**src/rtl/vga_timing_gen_prog.sv**
```systemverilog
// -----------------------------------------------------------------------------
// vga_timing_gen_prog
// Programmable VGA-style sync generator. Divides clk down to a pixel tick,
// runs x/y counters and decodes hsync/vsync/video from the active timing.
// A new timing set is loaded through a valid/ready port into a shadow register
// and becomes active only at the frame boundary. Sync/video can be delayed by
// PIPE_DLY pixel ticks to line up with a downstream pixel pipeline.
//
// Ports:
//   clk, rst                 clock, asynchronous active-high reset
//   cfg_valid / cfg_ready    config handshake (ready low while a config pends)
//   cfg_h_* / cfg_v_*        requested horizontal / vertical timing
//   cfg_hs_pol / cfg_vs_pol  requested sync polarity (1 = active-high)
//   cfg_err                  one-clk pulse when an accepted config is invalid
//   pix_tick                 pixel enable
//   pix_x, pix_y             current column / row (never delayed)
//   hsync, vsync, video      decoded outputs (delayed PIPE_DLY ticks)
//   line_start, frame_start  strobes for x==0 / x==0&&y==0 on a pixel tick
// -----------------------------------------------------------------------------
module vga_timing_gen_prog #(
    parameter int unsigned CLK_DIV  = 4,
    parameter int unsigned CNT_W    = 12,
    parameter int unsigned PIPE_DLY = 0,
    parameter int unsigned H_DISP   = 640,
    parameter int unsigned H_FP     = 16,
    parameter int unsigned H_PULSE  = 96,
    parameter int unsigned H_TOTAL  = 800,
    parameter int unsigned V_DISP   = 480,
    parameter int unsigned V_FP     = 10,
    parameter int unsigned V_PULSE  = 2,
    parameter int unsigned V_TOTAL  = 525,
    parameter bit          HS_POL   = 1'b0,
    parameter bit          VS_POL   = 1'b0
) (
    input  logic             clk,
    input  logic             rst,
    input  logic             cfg_valid,
    output logic             cfg_ready,
    input  logic [CNT_W-1:0] cfg_h_disp,
    input  logic [CNT_W-1:0] cfg_h_fp,
    input  logic [CNT_W-1:0] cfg_h_pulse,
    input  logic [CNT_W-1:0] cfg_h_total,
    input  logic [CNT_W-1:0] cfg_v_disp,
    input  logic [CNT_W-1:0] cfg_v_fp,
    input  logic [CNT_W-1:0] cfg_v_pulse,
    input  logic [CNT_W-1:0] cfg_v_total,
    input  logic             cfg_hs_pol,
    input  logic             cfg_vs_pol,
    output logic             cfg_err,
    output logic             pix_tick,
    output logic [CNT_W-1:0] pix_x,
    output logic [CNT_W-1:0] pix_y,
    output logic             hsync,
    output logic             vsync,
    output logic             video,
    output logic             line_start,
    output logic             frame_start
);

    localparam int unsigned DivW = (CLK_DIV > 1) ? $clog2(CLK_DIV) : 1;
    localparam logic [DivW-1:0] DivMax = DivW'(CLK_DIV - 1);
    // Extra headroom so disp+fp+pulse can never wrap during checks/decode.
    localparam int unsigned EW = CNT_W + 2;

    typedef struct packed {
        logic [CNT_W-1:0] h_disp;
        logic [CNT_W-1:0] h_fp;
        logic [CNT_W-1:0] h_pulse;
        logic [CNT_W-1:0] h_total;
        logic [CNT_W-1:0] v_disp;
        logic [CNT_W-1:0] v_fp;
        logic [CNT_W-1:0] v_pulse;
        logic [CNT_W-1:0] v_total;
        logic             hs_pol;
        logic             vs_pol;
    } cfg_t;

    localparam cfg_t CfgRst = '{
        h_disp:  CNT_W'(H_DISP),
        h_fp:    CNT_W'(H_FP),
        h_pulse: CNT_W'(H_PULSE),
        h_total: CNT_W'(H_TOTAL),
        v_disp:  CNT_W'(V_DISP),
        v_fp:    CNT_W'(V_FP),
        v_pulse: CNT_W'(V_PULSE),
        v_total: CNT_W'(V_TOTAL),
        hs_pol:  HS_POL,
        vs_pol:  VS_POL
    };

    logic [DivW-1:0]  div_q;
    logic [CNT_W-1:0] x_q, y_q;
    cfg_t             act_q, shd_q, cfg_in;
    logic             pending_q, cfg_err_q;

    logic             x_last, y_last, apply, accept, cfg_ok;
    logic [EW-1:0]    h_sum_in, v_sum_in;
    logic [EW-1:0]    h_beg, h_end, v_beg, v_end, x_ext, y_ext;
    logic             hs_act, vs_act, vid_raw, hs_lvl, vs_lvl;

    assign cfg_in = '{
        h_disp:  cfg_h_disp,
        h_fp:    cfg_h_fp,
        h_pulse: cfg_h_pulse,
        h_total: cfg_h_total,
        v_disp:  cfg_v_disp,
        v_fp:    cfg_v_fp,
        v_pulse: cfg_v_pulse,
        v_total: cfg_v_total,
        hs_pol:  cfg_hs_pol,
        vs_pol:  cfg_vs_pol
    };

    // ---------------- divider ----------------
    assign pix_tick = (div_q == DivMax);

    always_ff @(posedge clk or posedge rst) begin
        if (rst) begin
            div_q <= '0;
        end else if (pix_tick) begin
            div_q <= '0;
        end else begin
            div_q <= div_q + DivW'(1);
        end
    end

    // ---------------- counters ----------------
    assign x_last = (x_q == act_q.h_total - CNT_W'(1));
    assign y_last = (y_q == act_q.v_total - CNT_W'(1));
    // Shadow is swapped in on the same edge the counters wrap to (0,0).
    assign apply  = pix_tick && x_last && y_last && pending_q;

    always_ff @(posedge clk or posedge rst) begin
        if (rst) begin
            x_q <= '0;
            y_q <= '0;
        end else if (pix_tick) begin
            if (x_last) begin
                x_q <= '0;
                y_q <= y_last ? '0 : y_q + CNT_W'(1);
            end else begin
                x_q <= x_q + CNT_W'(1);
            end
        end
    end

    // ---------------- config handshake ----------------
    assign cfg_ready = ~pending_q;
    assign accept    = cfg_valid && cfg_ready;
    assign cfg_err   = cfg_err_q;

    always_comb begin
        h_sum_in = {2'b00, cfg_h_disp} + {2'b00, cfg_h_fp} + {2'b00, cfg_h_pulse};
        v_sum_in = {2'b00, cfg_v_disp} + {2'b00, cfg_v_fp} + {2'b00, cfg_v_pulse};
        cfg_ok   = (cfg_h_disp != '0) && (cfg_h_pulse != '0) &&
                   (h_sum_in <= {2'b00, cfg_h_total}) &&
                   (cfg_v_disp != '0) && (cfg_v_pulse != '0) &&
                   (v_sum_in <= {2'b00, cfg_v_total});
    end

    // accept needs !pending and apply needs pending, so they never collide.
    always_ff @(posedge clk or posedge rst) begin
        if (rst) begin
            act_q     <= CfgRst;
            shd_q     <= CfgRst;
            pending_q <= 1'b0;
            cfg_err_q <= 1'b0;
        end else begin
            cfg_err_q <= accept && !cfg_ok;
            if (accept && cfg_ok) begin
                shd_q     <= cfg_in;
                pending_q <= 1'b1;
            end else if (apply) begin
                act_q     <= shd_q;
                pending_q <= 1'b0;
            end
        end
    end

    // ---------------- decode ----------------
    always_comb begin
        x_ext   = {2'b00, x_q};
        y_ext   = {2'b00, y_q};
        h_beg   = {2'b00, act_q.h_disp} + {2'b00, act_q.h_fp};
        h_end   = h_beg + {2'b00, act_q.h_pulse};
        v_beg   = {2'b00, act_q.v_disp} + {2'b00, act_q.v_fp};
        v_end   = v_beg + {2'b00, act_q.v_pulse};
        hs_act  = (x_ext >= h_beg) && (x_ext < h_end);
        vs_act  = (y_ext >= v_beg) && (y_ext < v_end);
        vid_raw = (x_q < act_q.h_disp) && (y_q < act_q.v_disp);
        hs_lvl  = hs_act ? act_q.hs_pol : ~act_q.hs_pol;
        vs_lvl  = vs_act ? act_q.vs_pol : ~act_q.vs_pol;
    end

    assign pix_x       = x_q;
    assign pix_y       = y_q;
    assign line_start  = pix_tick && (x_q == '0);
    assign frame_start = pix_tick && (x_q == '0) && (y_q == '0);

    // ---------------- output delay ----------------
    generate
        if (PIPE_DLY == 0) begin : g_nodly
            assign hsync = hs_lvl;
            assign vsync = vs_lvl;
            assign video = vid_raw;
        end else begin : g_dly
            logic [PIPE_DLY-1:0] hs_sr_q, vs_sr_q, vid_sr_q;

            // Not flushed on a config swap: old-mode samples drain naturally.
            always_ff @(posedge clk or posedge rst) begin
                if (rst) begin
                    hs_sr_q  <= {PIPE_DLY{~HS_POL}};
                    vs_sr_q  <= {PIPE_DLY{~VS_POL}};
                    vid_sr_q <= '0;
                end else if (pix_tick) begin
                    hs_sr_q[0]  <= hs_lvl;
                    vs_sr_q[0]  <= vs_lvl;
                    vid_sr_q[0] <= vid_raw;
                    for (int i = 1; i < PIPE_DLY; i++) begin
                        hs_sr_q[i]  <= hs_sr_q[i-1];
                        vs_sr_q[i]  <= vs_sr_q[i-1];
                        vid_sr_q[i] <= vid_sr_q[i-1];
                    end
                end
            end

            assign hsync = hs_sr_q[PIPE_DLY-1];
            assign vsync = vs_sr_q[PIPE_DLY-1];
            assign video = vid_sr_q[PIPE_DLY-1];
        end
    endgenerate

endmodule
```
**config.mk**
```make
export PLATFORM = sky130hd
export DESIGN_NAME = vga_timing_gen_prog
export DESIGN_NICKNAME = d
export VERILOG_FILES = /design/src/rtl/vga_timing_gen_prog.sv
export SDC_FILE = /design/constraint.sdc
export NUM_CORES = 1
export LEC_CHECK = 0
export CAP_MARGIN = 20
export CORE_MARGIN = 2
export CORE_UTILIZATION = 28
export DETAILED_ROUTE_END_ITERATION = 16
export PLACE_DENSITY_LB_ADDON = 0.2
export RECOVER_POWER = 100
export SLEW_MARGIN = 20
export SYNTH_ARGS = -nofsm -noshare
export SYNTH_HDL_FRONTEND = slang
export SYNTH_SLANG_ARGS = --single-unit
```
**constraint.sdc**
```tcl
create_clock -name clk -period 8.75 [get_ports clk]
set_input_delay 1.75 -clock clk [delete_from_list [all_inputs] [get_ports clk]]
set_output_delay 1.75 -clock clk [all_outputs]
set_load 0.05 [all_outputs]
```
==> summary.txt, run 1 <==
Layout cells sized above 1 -> 0.118
Worst setup path category -> reg2out
CP Capture Type -> primary output
Required @ worst endpoint -> 7.00 ns
Initial antenna violation count -> 3
# IOs -> 133
Total power -> 2.70 mW
Slew margin rel. -> -2.16
Register-to-Register Path Depth -> 9
Via density -> 4.96
Max-Cap Viols -> 5
Clk_lat worst skew -> 0.57 ns
Clock slew at reported path FFs -> 0.06 ns
Startpoint class of the critical path -> register
Hold Path Stages -> 1
H-tree depth -> 1
Pin count of the biggest net entering global routing -> 103
CTS resizes -> 0
Antenna-violating nets left -> 0
Main flop type after synthesis -> dfrtp_1
GR Overflow Total -> 0
Mapped Area -> 0.0152 mm²
Synth cell types -> 78
CTS Hold Bufs -> 0
Clk sinks -> 224
IO buf count -> 132
Half-perimeter wire length after placement -> 35500 µm
RSZ-0062 raised after global routing -> false
Ys Warns -> 0
Syn_nets -> 1704
Post-synth EDFFs -> 0
Iteration count of the initial detailed-routing pass -> 5
N_diodes -> 0
Failing checks -> max-capacitance violations, max-slew violations
Layout area overhead -> 19.9%
Vias -> 11204
Gpl congestion -> 0.820
Vias in the first global route -> 11437
CTS Buf Count -> 28
Die H -> 237 µm
Layout fillers -> 5473
Sequential fraction of the synthesis area -> 0.371
Clock Skew -> 0.00984 ns
Actual slew at the worst max-slew pin -> 4.71 ns
Max Transition Viols Final -> 338
FP Rows -> 85
Placed Instances -> 2206
First-pass GRT wire length -> 69600 µm
Final net count -> 1840
Ys async rst share -> 1.00
Die ar. -> 0.0562 mm²
Leakage power -> 8.80 nW
Drt initial violations -> 692
Fin Setup TNS -> 0 ns
FMAX -> 130 MHz
Max VDD drop -> 123 µV
Post-CTS setup buffers -> 0
CTS tree -> yes
Core area -> 0.0538 mm²
Initial Utilization -> 0.283
Synth Area per Inst -> 10.8 µm²
DRC viols -> 0
Worst-case clock buffer depth -> 3
CP max FO -> 5
Average wire per standard cell -> 20.1 µm
Die Wd -> 237 µm
Status -> finished, violations left
Register bit count reported by yosys -> 224
R2r setup slk -> 2.06 ns
Gate Count Post-Synth -> 1404
Hold Fails Final Rpt -> 0
Final WL -> 45400 µm
Period minus WS final -> 7.67 ns
Non-Filler Instances -> 2258
Period utilization -> 0.877
# setup viols final -> 0
Tot GR Track Use -> 0.161
Worst min path class -> reg2reg
Arrival time worst endpoint -> 5.92 ns
PwrDens -> 148 mW/mm²
CTS Root Cell -> clkbuf_16
-- metrics by stage --
step	util	hold slack, ns	worst slack [ns]	instance area [µm²]
floorplan	-	0.403	0.928	15200
global placement	0.322	0.414	1.61	17300
detailed placement	0.322	0.419	1.48	17300
CTS	0.340	0.427	1.18	18300
global route	0.339	0.443	0.645	18200
finish	0.339	0.423	1.08	18200
-- routing by layer --
metal	up-vias	share of wire	GRT usage
met1	5574	0.48	0.227
li1	5372	-	-
met2	202	0.45	0.258
met4	2	0.025	0.0429
met5	-	0.00015	0
met3	54	0.039	0.0249
-- synthesized netlist by cell type (5+ instances only) --
cell type  instances  area, µm²
dfrtp_1          186       4650
ha_1             169       2110
mux2_1           113       1270
inv_1            112        420
mux2_2            83        935
nor2_1            66        248
o21ai_0           53        265
a21oi_1           51        255
nand2_1           50        188
xnor2_1           48        420
xor2_1            45        394
dfstp_2           38        998
nand3_1           35        175
fa_1              30        601
nor3_1            30        150
nor4_1            27        169
clkbuf_1          20       75.1
a21o_1            18        135
and3_1            15       93.8
o21a_1            15        113
nor2b_1           13       81.3
nand4_1           12       75.1
a211oi_1          11       82.6
nand2b_1          10       62.6
o2111ai_1         10       87.6
o211ai_1          10       75.1
a31oi_1            9       56.3
buf_2              8       40.0
nor3b_1            7       52.6
o21ai_1            7       35.0
o21bai_1           7       52.6
a21boi_0           6       45.0
o31ai_1            6       45.0
nand4b_1           5       43.8
-- power breakdown --
group | switching, mW | internal, mW | leakage [nW]
clock network | 0.469 | 0.739 | 0.478
logic | 0.241 | 0.190 | 5.35
registers | 0.00844 | 1.06 | 2.97
-- path summary, 6_finish.rpt --
kind                            from         to
setup reg to reg            pix_x[9]  act_q[14]
hold / removal              div_q[0]   div_q[0]
hold reg to reg             div_q[0]   div_q[0]
max in group asynchronous        rst  shd_q[90]
setup / recovery           act_q[86]      hsync
min in group asynchronous        rst   div_q[1]
-- sequential cells by signal, indices dropped and copies added (netlist names) --
name and flops:
act_q 98, cfg_err 1, div_q 2, pending_q 1
pix_x 12, pix_y 12, shd_q 98
-- cell usage in the layout, fill, tap and decap left out, types with 45 or more instances in the layout --
cell type / instances
a21oi_1: 51
clkdlybuf4s50_1: 98
dfrtp_1: 186
ha_1: 169
inv_1: 111
mux2_1: 113
mux2_2: 83
nand2_1: 51
nor2_1: 67
o21ai_0: 57
xnor2_1: 48
xor2_1: 45
-- kinds of logic (layout without fill, tap and decap cells) --
group | after synthesis | after routing | synth area share
muxes | 200 | 200 | 0.148
DFF | 224 | 224 | 0.371
xor gates and xnor gates | 94 | 94 | 0.0550
and+or+nand+nor | 298 | 298 | 0.103
AOI/OAI and AO/OA | 244 | 244 | 0.106
buffers and inverters | 145 | 303 | 0.0375
adders and majority gates | 199 | 199 | 0.178
-- worst max-delay path, stage by stage (launching register included) --
cell	delay [ns]
dfrtp_1	0.40
ha_1	0.23
fa_1	0.40
a21oi_1	0.28
nor2_1	0.07
nor2_1	0.11
xnor2_1	0.15
ha_1	0.33
o2111ai_1	0.13
nand3_1	0.12
o41ai_1	0.51
o21bai_1	0.14
a21oi_1	0.19
xor2_1	0.19
ha_1	0.27
a21o_1	0.17
a21oi_1	0.15
o21ai_0	0.11
a31oi_1	0.33
xnor2_1	0.17
dlygate4sd3_1	0.89
-- layout make-up --
type                    count  area [µm²]  share of cell area
flip-flops and latches    224        5650               0.310
clock inverters             7        88.8             0.00487
multi-input cells        1035        8970               0.492
well taps                 696         871              0.0477
clock buffers              45         876              0.0480
repair buffers            139        1360              0.0744
inverters                 112         422              0.0231
No activity file was read; power rests on OpenSTA's default activity.
==> run 2: changes to the inputs <==
--- a/config.mk
+++ b/config.mk
@@ -10,7 +10,6 @@
 export CORE_UTILIZATION = 28
 export DETAILED_ROUTE_END_ITERATION = 16
 export PLACE_DENSITY_LB_ADDON = 0.2
-export RECOVER_POWER = 100
 export SLEW_MARGIN = 20
 export SYNTH_ARGS = -nofsm -noshare
 export SYNTH_HDL_FRONTEND = slang
==> run 2 against run 1 <==
Cell count is the same; register-to-register slack gained 2.4 ns; critical path depth stayed put; global-route usage is the same; the run now ends clean; largest power group unchanged; fmax rose by 0.90%; first-iteration DRC count fell by 8.7%; hold slack hardly changed; combinational power hardly changed; cell area increased by 0.27%; core utilization increased by 0.091 points; count of clock-buffer cells in the layout is the same; largest cell class unchanged.
==> summary.txt, run 2 (same netlist as run 1, synthesis figures left out) <==
Status -> finished clean
Fin Setup TNS -> 0 ns
Reg-to-reg startpoint -> act_q[3]
Worst setup margin -> 1.15 ns
Core area -> 0.0538 mm²
Layout cells sized above 1 -> 0.121
Period utilization -> 0.869
Clk sinks -> 224
Layout area overhead -> 20.2%
PwrDens -> 148 mW/mm²
Clk_lat worst skew -> 0.56 ns
N_diodes -> 0
Arrival time worst endpoint -> 5.85 ns
Layout fillers -> 5465
Post-CTS setup buffers -> 0
CP Capture Type -> primary output
Die H -> 237 µm
Clock Skew -> 0.00904 ns
Leakage power -> 8.73 nW
CTS Hold Bufs -> 0
Half-perimeter wire length after placement -> 35500 µm
Register-to-Register Path Depth -> 11
Antenna-violating nets left -> 0
Layout Utilization -> 0.340
Most frequent cells in the layout -> dfrtp_1 (186), ha_1 (169), clkdlybuf4s50_1 (132)
Period minus WS final -> 7.60 ns
Max Transition Viols Final -> 0
Reg power frac -> 0.394
Gpl congestion -> 0.820
Iteration count of the initial detailed-routing pass -> 7
Worst-case clock buffer depth -> 3
# IOs -> 133
Most common cell after layout, fill and taps aside -> dfrtp_1
# setup viols final -> 0
CTS tree -> yes
Switching pwr -> 0.718 mW
Design area -> 0.0183 mm²
Startpoint class of the critical path -> register
Max-Cap Viols -> 0
Max VDD drop -> 123 µV
Actual slew at the worst max-slew pin -> 0.978 ns
R2r setup slk -> 4.46 ns
Worst setup path category -> reg2out
Die Wd -> 237 µm
Comb power frac -> 0.159
Final net count -> 1840
DRC viols -> 0
First-pass GRT wire length -> 69600 µm
Worst reg2reg endpoint -> act_q[14]
Average wire per standard cell -> 20.1 µm
Initial antenna violation count -> 0
Place WS -> 1.48 ns
Cell area after placement -> 0.0173 mm²
Hold_sp -> div_q[0]
FMAX -> 132 MHz
Worst-case hold path end point -> div_q[0]
RSZ-0062 raised after global routing -> false
Total power -> 2.70 mW
Die ar. -> 0.0562 mm²
Top Registers -> act_q (98), shd_q (98)
Initial Utilization -> 0.283
Int Pwr -> 1.98 mW
Vias in the first global route -> 11437
Final WL -> 45300 µm
Pin count of the biggest net entering global routing -> 103
Switching portion of total power -> 0.266
GR Overflow Total -> 0
Tot GR Track Use -> 0.161
CTS Root Cell -> clkbuf_16
Hold Fails Final Rpt -> 0
Slew margin rel. -> 0.348
FP Rows -> 85
CTS Buf Count -> 28
H-tree depth -> 1
Via density -> 4.93
Vias -> 11124
CP max FO -> 5
Required @ worst endpoint -> 7.00 ns
Hold Path Stages -> 1
CTS resizes -> 0
Drt initial violations -> 632
Clock slew at reported path FFs -> 0.06 ns
Worst min path class -> reg2reg
Clock share of power -> 0.447
IO buf count -> 132
[run 2: power by group through the flow]
stage / clock network, mW / logic (mW) / registers (mW)
after floorplan: 0 / 0.258 / 1.08
after global placement: 0 / 0.426 / 1.08
after detailed placement: 0 / 0.434 / 1.08
after CTS: 1.24 / 0.436 / 1.06
after global routing: 1.29 / 0.486 / 1.07
final: 1.21 / 0.431 / 1.06
[run 2: layout make-up]
| type | count | area (µm²) | area share |
|---|---|---|---|
| inverters | 112 | 428 | 0.0234 |
| clock inverters | 7 | 88.8 | 0.00486 |
| clock buffers | 45 | 876 | 0.0479 |
| well taps | 696 | 871 | 0.0476 |
| repair buffers | 139 | 1370 | 0.0751 |
| flip-flops and latches | 224 | 5650 | 0.309 |
| multi-input cells | 1035 | 9000 | 0.492 |
[run 2: per-stage QoR]
stage / hold WS (ns) / cells
2_1_floorplan: 0.403 / 1404
3_3_place_gp: 0.414 / 2206
3_5_place_dp: 0.419 / 2206
4_1_cts: 0.427 / 2258
5_1_grt: 0.443 / 2258
6_report: 0.423 / 2258
[run 2: worst max-delay path by stage]
stage                      to  depth (start not counted)  slack (ns)           start
finish                  hsync                         20        1.15       act_q[86]
CTS                     hsync                         20        1.18       act_q[87]
global placement    shd_q[72]                         21        1.61  cfg_h_pulse[1]
floorplan            act_q[0]                          1        0.93             rst
global route            hsync                         20        0.70       act_q[87]
detailed placement  shd_q[72]                         23        1.48  cfg_h_pulse[1]
[run 2: worst max-delay path: stages (launching register included)]
cell             delay [ns]
dfrtp_1                0.40
ha_1                   0.23
fa_1                   0.40
a21oi_1                0.28
nor2_1                 0.07
nor2_1                 0.11
xnor2_1                0.15
ha_1                   0.33
o2111ai_1              0.13
nand3_1                0.13
o41ai_1                0.51
o21bai_1               0.14
a21oi_1                0.19
xor2_1                 0.19
ha_1                   0.27
a21o_1                 0.17
a21oi_1                0.15
o21ai_0                0.11
a31oi_1                0.32
xnor2_1                0.18
clkdlybuf4s50_1        0.83
[run 2: per-layer routing]
layer  track usage  vias to the layer above  wire (µm)
li1              -                     5379          -
met1         0.227                     5499      22000
met2         0.258                      193      20400
met3        0.0249                       53       1870
met4        0.0429                        0       1120
met5             0                        -          0
